===== src/rtl/morse_keyer_if.sv =====
`default_nettype none
// ============================================================================
//  Module      : morse_keyer_if
//  Description : Character handshake between the message buffer (master)
//                and the Morse keyer (slave). A character is transferred on
//                any cycle where char_valid and char_ready are both high.
//  Revision    : 1.0 - initial release
// ============================================================================
interface morse_keyer_if;
  logic [5:0] char_in;
  logic       char_valid;
  logic       char_ready;

  modport master (
    output char_in,
    output char_valid,
    input  char_ready
  );

  modport slave (
    input  char_in,
    input  char_valid,
    output char_ready
  );
endinterface
`default_nettype wire


===== src/rtl/morse_keyer.sv =====
`default_nettype none
// ============================================================================
//  Module      : morse_keyer
//  Description : Turns character codes into a Morse on/off key line. One Morse
//                unit is one period of unit_clk, which is synchronised into
//                the CLOCK_50 domain and edge-detected into a single-cycle
//                tick (unit_clk is never used as a clock).
//                Codes: 0-25 A-Z, 26 space, 27-36 digits 0-9 (optional),
//                everything else is reported through bad_char.
//  Options     : `define MORSE_KEYER_DIGITS_EN to add the digit patterns;
//                without it, codes 27-36 are treated as invalid.
//  Revision    : 1.0 - initial release
// ============================================================================
module morse_keyer #(
  parameter int SYNC_STAGES      = 2,
  parameter int DASH_UNITS       = 3,
  parameter int CHAR_GAP_UNITS   = 3,
  parameter int WORD_EXTRA_UNITS = 4
) (
  input  logic         CLOCK_50,
  input  logic         reset_n,
  input  logic         unit_clk,
  morse_keyer_if.slave char_bus,
  output logic         key_out,
  output logic         busy,
  output logic         char_done,
  output logic         bad_char
);

  localparam logic [5:0] CODE_SPACE = 6'd26;
  // Counters run from 0, so the terminal value is one less than the span.
  localparam logic [2:0] DASH_LAST  = 3'(DASH_UNITS - 1);
  localparam logic [2:0] CGAP_LAST  = 3'(CHAR_GAP_UNITS - 1);
  // The first tick after a space only aligns to a unit boundary, so the
  // word gap runs one count further than the number of units it emits.
  localparam logic [2:0] WGAP_LAST  = 3'(WORD_EXTRA_UNITS);

  typedef enum logic [2:0] {
    IDLE     = 3'd0,
    ALIGN    = 3'd1,
    MARK     = 3'd2,
    SYM_GAP  = 3'd3,
    CHAR_GAP = 3'd4,
    WORD_GAP = 3'd5,
    DONE     = 3'd6
  } state_t;

  // Returns {len[2:0], pattern[4:0]}; pattern is MSB-first, 1 = dash.
  // len 0 marks a code with no Morse representation.
  function automatic logic [7:0] decode(input logic [5:0] code);
    logic [7:0] d;
    d = 8'd0;
    case (code)
      6'd0:  d = {3'd2, 5'b01000};  // A .-
      6'd1:  d = {3'd4, 5'b10000};  // B -...
      6'd2:  d = {3'd4, 5'b10100};  // C -.-.
      6'd3:  d = {3'd3, 5'b10000};  // D -..
      6'd4:  d = {3'd1, 5'b00000};  // E .
      6'd5:  d = {3'd4, 5'b00100};  // F ..-.
      6'd6:  d = {3'd3, 5'b11000};  // G --.
      6'd7:  d = {3'd4, 5'b00000};  // H ....
      6'd8:  d = {3'd2, 5'b00000};  // I ..
      6'd9:  d = {3'd4, 5'b01110};  // J .---
      6'd10: d = {3'd3, 5'b10100};  // K -.-
      6'd11: d = {3'd4, 5'b01000};  // L .-..
      6'd12: d = {3'd2, 5'b11000};  // M --
      6'd13: d = {3'd2, 5'b10000};  // N -.
      6'd14: d = {3'd3, 5'b11100};  // O ---
      6'd15: d = {3'd4, 5'b01100};  // P .--.
      6'd16: d = {3'd4, 5'b11010};  // Q --.-
      6'd17: d = {3'd3, 5'b01000};  // R .-.
      6'd18: d = {3'd3, 5'b00000};  // S ...
      6'd19: d = {3'd1, 5'b10000};  // T -
      6'd20: d = {3'd3, 5'b00100};  // U ..-
      6'd21: d = {3'd4, 5'b00010};  // V ...-
      6'd22: d = {3'd3, 5'b01100};  // W .--
      6'd23: d = {3'd4, 5'b10010};  // X -..-
      6'd24: d = {3'd4, 5'b10110};  // Y -.--
      6'd25: d = {3'd4, 5'b11000};  // Z --..
`ifdef MORSE_KEYER_DIGITS_EN
      6'd27: d = {3'd5, 5'b11111};  // 0 -----
      6'd28: d = {3'd5, 5'b01111};  // 1 .----
      6'd29: d = {3'd5, 5'b00111};  // 2 ..---
      6'd30: d = {3'd5, 5'b00011};  // 3 ...--
      6'd31: d = {3'd5, 5'b00001};  // 4 ....-
      6'd32: d = {3'd5, 5'b00000};  // 5 .....
      6'd33: d = {3'd5, 5'b10000};  // 6 -....
      6'd34: d = {3'd5, 5'b11000};  // 7 --...
      6'd35: d = {3'd5, 5'b11100};  // 8 ---..
      6'd36: d = {3'd5, 5'b11110};  // 9 ----.
`endif
      default: d = 8'd0;
    endcase
    return d;
  endfunction

  logic [SYNC_STAGES-1:0] sync_q;
  logic                   sync_prev;
  logic                   tick;
  logic [7:0]             dec;
  logic [2:0]             dec_len;
  logic [4:0]             dec_pat;

  state_t     state;
  logic [2:0] unit_cnt;
  logic [2:0] sym_idx;
  logic [2:0] len_q;
  logic [4:0] pat_q;     // shifted left per symbol; bit 4 is the current one
  logic [2:0] mark_last;
  logic       accept;

  assign tick      = sync_q[SYNC_STAGES-1] & ~sync_prev;
  assign dec       = decode(char_bus.char_in);
  assign dec_len   = dec[7:5];
  assign dec_pat   = dec[4:0];
  assign mark_last = pat_q[4] ? DASH_LAST : 3'd0;
  assign accept    = char_bus.char_valid & char_bus.char_ready;

  // Bring unit_clk into the CLOCK_50 domain and keep its previous value for
  // rising-edge detection.
  always_ff @(posedge CLOCK_50 or negedge reset_n) begin
    if (!reset_n) begin
      sync_q    <= '0;
      sync_prev <= 1'b0;
    end else begin
      sync_q    <= {sync_q[SYNC_STAGES-2:0], unit_clk};
      sync_prev <= sync_q[SYNC_STAGES-1];
    end
  end

  // Character sequencer with registered key, status and handshake outputs.
  always_ff @(posedge CLOCK_50 or negedge reset_n) begin
    if (!reset_n) begin
      state               <= IDLE;
      unit_cnt            <= 3'd0;
      sym_idx             <= 3'd0;
      len_q               <= 3'd0;
      pat_q               <= 5'd0;
      key_out             <= 1'b0;
      busy                <= 1'b0;
      char_done           <= 1'b0;
      bad_char            <= 1'b0;
      char_bus.char_ready <= 1'b1;
    end else begin
      char_done <= 1'b0;
      bad_char  <= 1'b0;
      case (state)
        IDLE: begin
          if (accept) begin
            char_bus.char_ready <= 1'b0;
            busy                <= 1'b1;
            unit_cnt            <= 3'd0;
            sym_idx             <= 3'd0;
            if (char_bus.char_in == CODE_SPACE) begin
              state <= WORD_GAP;
            end else if (dec_len == 3'd0) begin
              state     <= DONE;
              char_done <= 1'b1;
              bad_char  <= 1'b1;
            end else begin
              len_q <= dec_len;
              pat_q <= dec_pat;
              state <= ALIGN;
            end
          end
        end
        ALIGN: begin
          if (tick) begin
            key_out  <= 1'b1;
            unit_cnt <= 3'd0;
            state    <= MARK;
          end
        end
        MARK: begin
          if (tick) begin
            if (unit_cnt == mark_last) begin
              key_out  <= 1'b0;
              unit_cnt <= 3'd0;
              if (sym_idx + 3'd1 == len_q) begin
                state <= CHAR_GAP;
              end else begin
                sym_idx <= sym_idx + 3'd1;
                pat_q   <= pat_q << 1;
                state   <= SYM_GAP;
              end
            end else begin
              unit_cnt <= unit_cnt + 3'd1;
            end
          end
        end
        SYM_GAP: begin
          if (tick) begin
            key_out  <= 1'b1;
            unit_cnt <= 3'd0;
            state    <= MARK;
          end
        end
        CHAR_GAP: begin
          if (tick) begin
            if (unit_cnt == CGAP_LAST) begin
              state     <= DONE;
              char_done <= 1'b1;
            end else begin
              unit_cnt <= unit_cnt + 3'd1;
            end
          end
        end
        WORD_GAP: begin
          if (tick) begin
            if (unit_cnt == WGAP_LAST) begin
              state     <= DONE;
              char_done <= 1'b1;
            end else begin
              unit_cnt <= unit_cnt + 3'd1;
            end
          end
        end
        DONE: begin
          busy                <= 1'b0;
          char_bus.char_ready <= 1'b1;
          state               <= IDLE;
        end
        default: begin
          state <= IDLE;
        end
      endcase
    end
  end

endmodule
`default_nettype wire


===== src/flat_wrapper.sv =====
// flat-port wrapper written by rule: the top's interface ports become plain ports
module morse_keyer_flat 
#(
  parameter int SYNC_STAGES      = 2,
  parameter int DASH_UNITS       = 3,
  parameter int CHAR_GAP_UNITS   = 3,
  parameter int WORD_EXTRA_UNITS = 4
)
  (CLOCK_50, reset_n, unit_clk, key_out, busy, char_done, bad_char, char_bus_char_in, char_bus_char_valid, char_bus_char_ready);
  morse_keyer_if char_bus_i ();
  input  logic CLOCK_50;
  input  logic reset_n;
  input  logic unit_clk;
  output logic key_out;
  output logic busy;
  output logic char_done;
  output logic bad_char;
  input wire logic [$bits(char_bus_i.char_in)-1:0] char_bus_char_in;
  input wire logic [$bits(char_bus_i.char_valid)-1:0] char_bus_char_valid;
  output wire logic [$bits(char_bus_i.char_ready)-1:0] char_bus_char_ready;
  assign char_bus_i.char_in = char_bus_char_in;
  assign char_bus_i.char_valid = char_bus_char_valid;
  assign char_bus_char_ready = char_bus_i.char_ready;
  morse_keyer #(.SYNC_STAGES(SYNC_STAGES), .DASH_UNITS(DASH_UNITS), .CHAR_GAP_UNITS(CHAR_GAP_UNITS), .WORD_EXTRA_UNITS(WORD_EXTRA_UNITS)) u_core (.CLOCK_50(CLOCK_50), .reset_n(reset_n), .unit_clk(unit_clk), .char_bus(char_bus_i), .key_out(key_out), .busy(busy), .char_done(char_done), .bad_char(bad_char));
endmodule

===== config.mk =====
export PLATFORM = sky130hd
export DESIGN_NAME = morse_keyer_flat
export DESIGN_NICKNAME = d
export VERILOG_FILES = /design/src/rtl/morse_keyer_if.sv /design/src/rtl/morse_keyer.sv /design/src/flat_wrapper.sv
export SDC_FILE = /design/constraint.sdc
export NUM_CORES = 1
export LEC_CHECK = 0
export CORE_MARGIN = 4
export CORE_UTILIZATION = 45
export CTS_CLUSTER_SIZE = 16
export DETAILED_ROUTE_END_ITERATION = 8
export GPL_ROUTABILITY_DRIVEN = 0
export GPL_TIMING_DRIVEN = 0
export MAX_ROUTING_LAYER = met4
export PLACE_DENSITY = 0.64
export SLEW_MARGIN = 0
export SYNTH_ARGS = -nofsm -noshare
export SYNTH_HDL_FRONTEND = slang
export SYNTH_SLANG_ARGS = --single-unit

===== constraint.sdc =====
create_clock -name CLOCK_50 -period 1.95 [get_ports CLOCK_50]
set_input_delay 0.4875 -clock CLOCK_50 [delete_from_list [all_inputs] [get_ports CLOCK_50]]
set_output_delay 0.4875 -clock CLOCK_50 [all_outputs]
set_load 0.03 [all_outputs]

## Word-level counts from Yosys, hierarchy flattened

Memories as Yosys holds them, arrays and structs flattened.
Cells that the tools add are included.

| cells by class | value |
|---|---|
| multiplexer cells | 51 |
| equal/unequal tests | 24 |
| reductions and logical operators | 14 |
| shift-type cells | 0 |
| order comparisons | 0 |
| bitwise logic cells | 5 |
| multipliers | 0 |
| add/sub/neg operators | 2 |
| divide/modulo/power cells | 0 |

Operator list:

| cell | count |
|---|---|
| two-way mux 3 bit | 22 |
| two-way mux 5 bit | 6 |
| one-hot mux 3 bit (5 select lines) | 2 |
| != test 2 x 1 -> 1 bit (second input constant) | 8 |
| AND reduction 8 bit | 2 |
| two-way mux 1 bit | 13 |
| == test 3 bit (second input constant) | 4 |
| != test 2 bit (second input constant) | 5 |
| one-hot mux 5 bit (2 select lines) | 1 |
| == test 3 x 2 -> 1 bit (second input constant) | 3 |
| two-way mux 8 bit | 1 |
| AND reduction 4 bit | 2 |
| AND reduction 7 bit | 1 |
| adder 3 x 1 -> 3 bit (second input constant) | 2 |
| == test 3 bit | 2 |
| == test 6 x 5 -> 1 bit (second input constant) | 1 |
| zero test 3 bit | 2 |
| one-hot mux 1 bit (2 select lines) | 3 |
| one-hot mux 3 bit (2 select lines) | 1 |
| nonzero test 2 bit | 3 |
| AND reduction 5 bit | 1 |
| nonzero test 5 bit | 1 |
| == test 3 x 1 -> 1 bit (second input constant) | 1 |
| inverter 1 bit | 3 |
| 5 further kinds | 6 |

| storage, ports and cells | value |
|---|---|
| memory bits (read-only) | 224 |
| register bits | 25 |
| memory bits (writable) | 0 |
| output and inout bits | 5 |
| memories | 1 |
| word-level logic and storage cells | 109 |
| bits in latches | 0 |
| input port bits | 10 |

Memory list:

| memory | depth | width | read ports | clocked after memory_dff | write ports | line | text |
|---|---|---|---|---|---|---|---|
| (no name shown) | 32 | 7 | 1 | 0 | 0 | morse_keyer.sv:53 | `case (code)` |

## Logic depth before layout (Yosys ltp)

An unclocked memory read counts as a cell.

| depth | value |
|---|---|
| depth after elaboration | 7 |
| mapped depth | 8 |
| gate-level depth less buffers | 8 |

## Worst setup path after synthesis

No wires, ideal clock.

| path | value |
|---|---|
| path type | input port to flip-flop |
| from | input port char_bus_char_in[0] |
| to | register u_core.pat_q[1] |
| path slack | -0.379 ns |
| data required time | 1.825 ns |
| path buffers | 0 |
| setup time | 0.125 ns |
| cell stages on the path | 8 |
| arrival time | 2.204 ns |
| path through | inv_1 -> ha_1 -> or3_1 -> nand4_1 -> o211ai_2 -> o31ai_4 -> a21o_4 -> mux2_4 |

| between the ends | value |
|---|---|
| longest elaborated chain between the ends | 6 |
| elaborated cells on any way between the ends | 11 |
| classes of those cells | eq/ne: 3; mux: 5; reduce/logical: 2; memory: 1 |

Ends and longest elaborated chain:

| item | line | text |
|---|---|---|
| start: declaration | flat_wrapper.sv:18 | `input wire logic [$bits(char_bus_i.char_in)-1:0] char_bus_char_in;` |
| memory read (32 x 7 bit) | -- |  |
| two-way mux 8 bit | morse_keyer.sv:53 |  |
| two-way mux 5 bit | morse_keyer.sv:156 | `end else if (dec_len == 3'd0) begin` |
| two-way mux 5 bit | morse_keyer.sv:154 | `if (char_bus.char_in == CODE_SPACE) begin` |
| two-way mux 5 bit | morse_keyer.sv:149 | `if (accept) begin` |
| one-hot mux 5 bit (2 select lines) | morse_keyer.sv:147 | `case (state)` |
| end signal: assignment | morse_keyer.sv:162 | `pat_q <= dec_pat;` |
| end signal: assignment | morse_keyer.sv:183 | `pat_q <= pat_q << 1;` |
| end: declaration | morse_keyer.sv:108 | `logic [4:0] pat_q;` |

Several ways; a longest one is shown, not always the timed one. The select of a mux whose other input is x is not followed.
A chain may end at the register's enable or synchronous reset.

## Worst setup path after layout

Ends and elaborated chain as after synthesis.

==> run summary <==
run status - complete, but fails checks
failing checks - negative setup slack
Worst Hold End - u_core.sync_q[1]
worst path buffer plus inverter count - 2
Post-synth EDFFs - 0
unrepaired setup endpoints after global routing - true
Main synth FF type - dfrtp_1
DRC viols - 0
synth warn - 0
Horiz. Die Dim - 70.3 um
Reg-to-Reg End - u_core.state[1]
Worst Setup Slack post-DPL - -1.41 ns
clk sinks - 24
clock root cell - clkbuf_8
Fin. Hold Viols - 0
clock latency on the worst-skew pair - 0.26 ns
area leader, netlist - dfrtp_1
grt total ovfl - 0
CTS Buffer Depth - 2
Cells after Synth - 187
Worst EP arrival - 2.37 ns
final antenna-violating net count - 0
detailed router's first-iteration violation count - 100
Clk pin slew, worst setup/hold paths - 0.08 ns
final core area utilization - 0.605
Max Freq - 0.451 GHz
Post-DP HPWL - 3020 um
GRT Overall Usage - 0.181
ranking of synthesized cells by area - dfrtp_1 33%, ha_1 8.6%, o21ai_0 4.3%
worst min-delay path class - reg2reg
mapped cell area - 1750 um^2
Final min period - 2.22 ns
CTS tree - built
Syn Nets - 209
Worst Setup SP - char_bus_char_in[0]
largest fanout on the critical path - 10
Commonest cells post-synth - 23 x dfrtp_1, 15 x nor2_1, 15 x o21ai_0, 13 x inv_1
WS Path Type - in2reg
CTS Buf Count - 3
VDD IR max - 668 uV
Routed WL - 4280 um
synth unique cells - 53
Die H - 70.3 um
worst path cell trace - buf_12, buf_4, ha_2, nor2_2, a211oi_1, a311o_2, o31ai_4, a21o_4, mux2_4
Final Worst Setup Slack - -0.265 ns
share of layout cells above drive strength 1 - 0.261
area of the die - 4950 um^2
slowest stage cell, crit path - a311o_2
first-pass GRT wire length - 7150 um
CP Capture Type - flip-flop
top-area cell type share of the netlist area - 0.329
TritonRoute pass-1 iters - 4
R2R cell count - 7
ys async rst share - 1.00
vias in the first global route - 1580
#FFs+latches synth - 24
Final Skew - 0.00367 ns
nets@finish - 241
CP Data Required Time - 2.11 ns
Slew Limit Fails - 0
Max Cap Violations - 0
row count - 22
largest net degree at the start of global routing - 25
Largest stage delay, worst path - 0.40 ns
IO buf count - 14
Worst Hold Depth - 0
routed vias/inst - 5.81
relative slew slack - 0.287
vias - 1546
# setup viols final - 12
synth-to-layout area growth - 28.7%
area of the multi-input gates - 1190 um^2
period utilisation layout - 1.14
Startpoint Class - input port
P_leak - 0.000964 uW
WL/cell - 16.1 um
setup slack, reg-to-reg - -0.07 ns
H-tree depth - 1
I/O Pins - 15
core area - 3720 um^2
antenna cell count - 0
r2r startpoint - u_core.state[1]
initial core utilization - 0.470
FF/Latch Area - 602 um^2
Slew @ Worst Pin - 1.07 ns
PD cells - 1080 nW/um^2
fillcell total - 318
Mapped Avg Cell Area - 9.35 um^2
sequential share of the synthesized area - 0.344
Min-Delay Startpoint - u_core.sync_q[0]
most frequent cell after synthesis - dfrtp_1
CP delay by family, top - compound AO/OA/AOI/OAI gates
antenna violations before repair - 0
timing repair:
| action | in CTS | in global routing |
|---|---|---|
| pin swaps | 11 | 9 |
| hold buffers | 0 | 0 |
| resized for setup | 41 | 13 |
| endpoints found under the setup margin | 18 | 15 |
| buffers inserted | 10 | 4 |
placed cells by master, fill, tap and decap left out, types with 3 or more instances in the layout:
cell type         n
clkbuf_1          5
dfrtp_1          23
buf_4            14
nand2b_1          4
mux2_4            6
dlygate4sd2_1     3
ha_1              8
a21oi_1          10
nand3_1           5
nand2_1          11
clkbuf_8          3
ha_2              3
o21ai_0          14
o31ai_1           4
nor2b_1           3
a31oi_1           3
nor2_1           12
inv_1            11
clkdlybuf4s50_1   7
mux2i_1           5
cell families after synthesis:
family | count (synthesis) | share of synthesized area
DFF | 24 | 0.344
buffers and inverters | 21 | 0.0501
and+or+nand+nor | 57 | 0.170
adders and majority gates | 12 | 0.0859
AOI/OAI and AO/OA | 57 | 0.234
xor gates and xnor gates | 4 | 0.0286
muxes | 12 | 0.0866
layout make-up:
cell class | instances | area share
Tap cell | 48 | 0.0267
Clock buffer | 4 | 0.0200
Inverter | 13 | 0.0250
Sequential cell | 24 | 0.268
Buffer | 7 | 0.0161
Timing Repair Buffer | 28 | 0.114
Multi-Input combinational cell | 142 | 0.531
how the worst max path moves through the flow:
stage,to,cells past startpoint
3_5_place_dp,u_core.pat_q[1],9
5_1_grt,u_core.state[0],10
3_3_place_gp,u_core.pat_q[1],9
2_1_floorplan,u_core.pat_q[1],8
4_1_cts,u_core.pat_q[3],9
6_report,u_core.pat_q[1],9
registers in the layout (all words and copies together), names as in the netlist, 2 cells and up:
register / flops
u_core.pat_q: 4
u_core.sync_q: 2
u_core.sym_idx: 3
u_core.len_q: 3
u_core.state: 3
u_core.unit_cnt: 3
report_power, final:
part / switching, uW / leakage (uW) / internal, uW / total (uW)
registers: 109 / 0.000311 / 655 / 764
logic: 753 / 0.000630 / 613 / 1370
clock network: 152 / 0.0000228 / 146 / 298
metrics by stage:
stage / hold WS (ns) / std cells / TNS (ns) / cell area [um^2] / power, uW
finish: 0.359 / 266 / -2.41 / 2250 / 2430
global route: 0.387 / 266 / -3.26 / 2250 / 2610
CTS: 0.363 / 263 / -2.60 / 2180 / 2320
detailed placement: 0.339 / 249 / -16.58 / 1970 / 1890
global placement: 0.340 / 249 / -15.64 / 1970 / 1840
floorplan: 0.192 / 187 / -2.11 / 1770 / 1590
metal layers:
layer  routed length (um)  global-route usage  vias to the layer above
met5                    0                   -                        -
met4                   48              0.0574                        0
met3                  196              0.0432                        6
met2                 2070               0.280                       44
met1                 1970               0.234                      754
li1                     -                   -                      742
worst register-to-register path, stage by stage, from the launching register on:
cell      delay [ns]
dfrtp_1         0.42
clkbuf_1        0.26
nor2_1          0.41
a31oi_1         0.14
o21ai_0         0.11
o21ai_0         0.23
o21ai_0         0.23
o31ai_1         0.10
(Power assumes the default switching activity.)
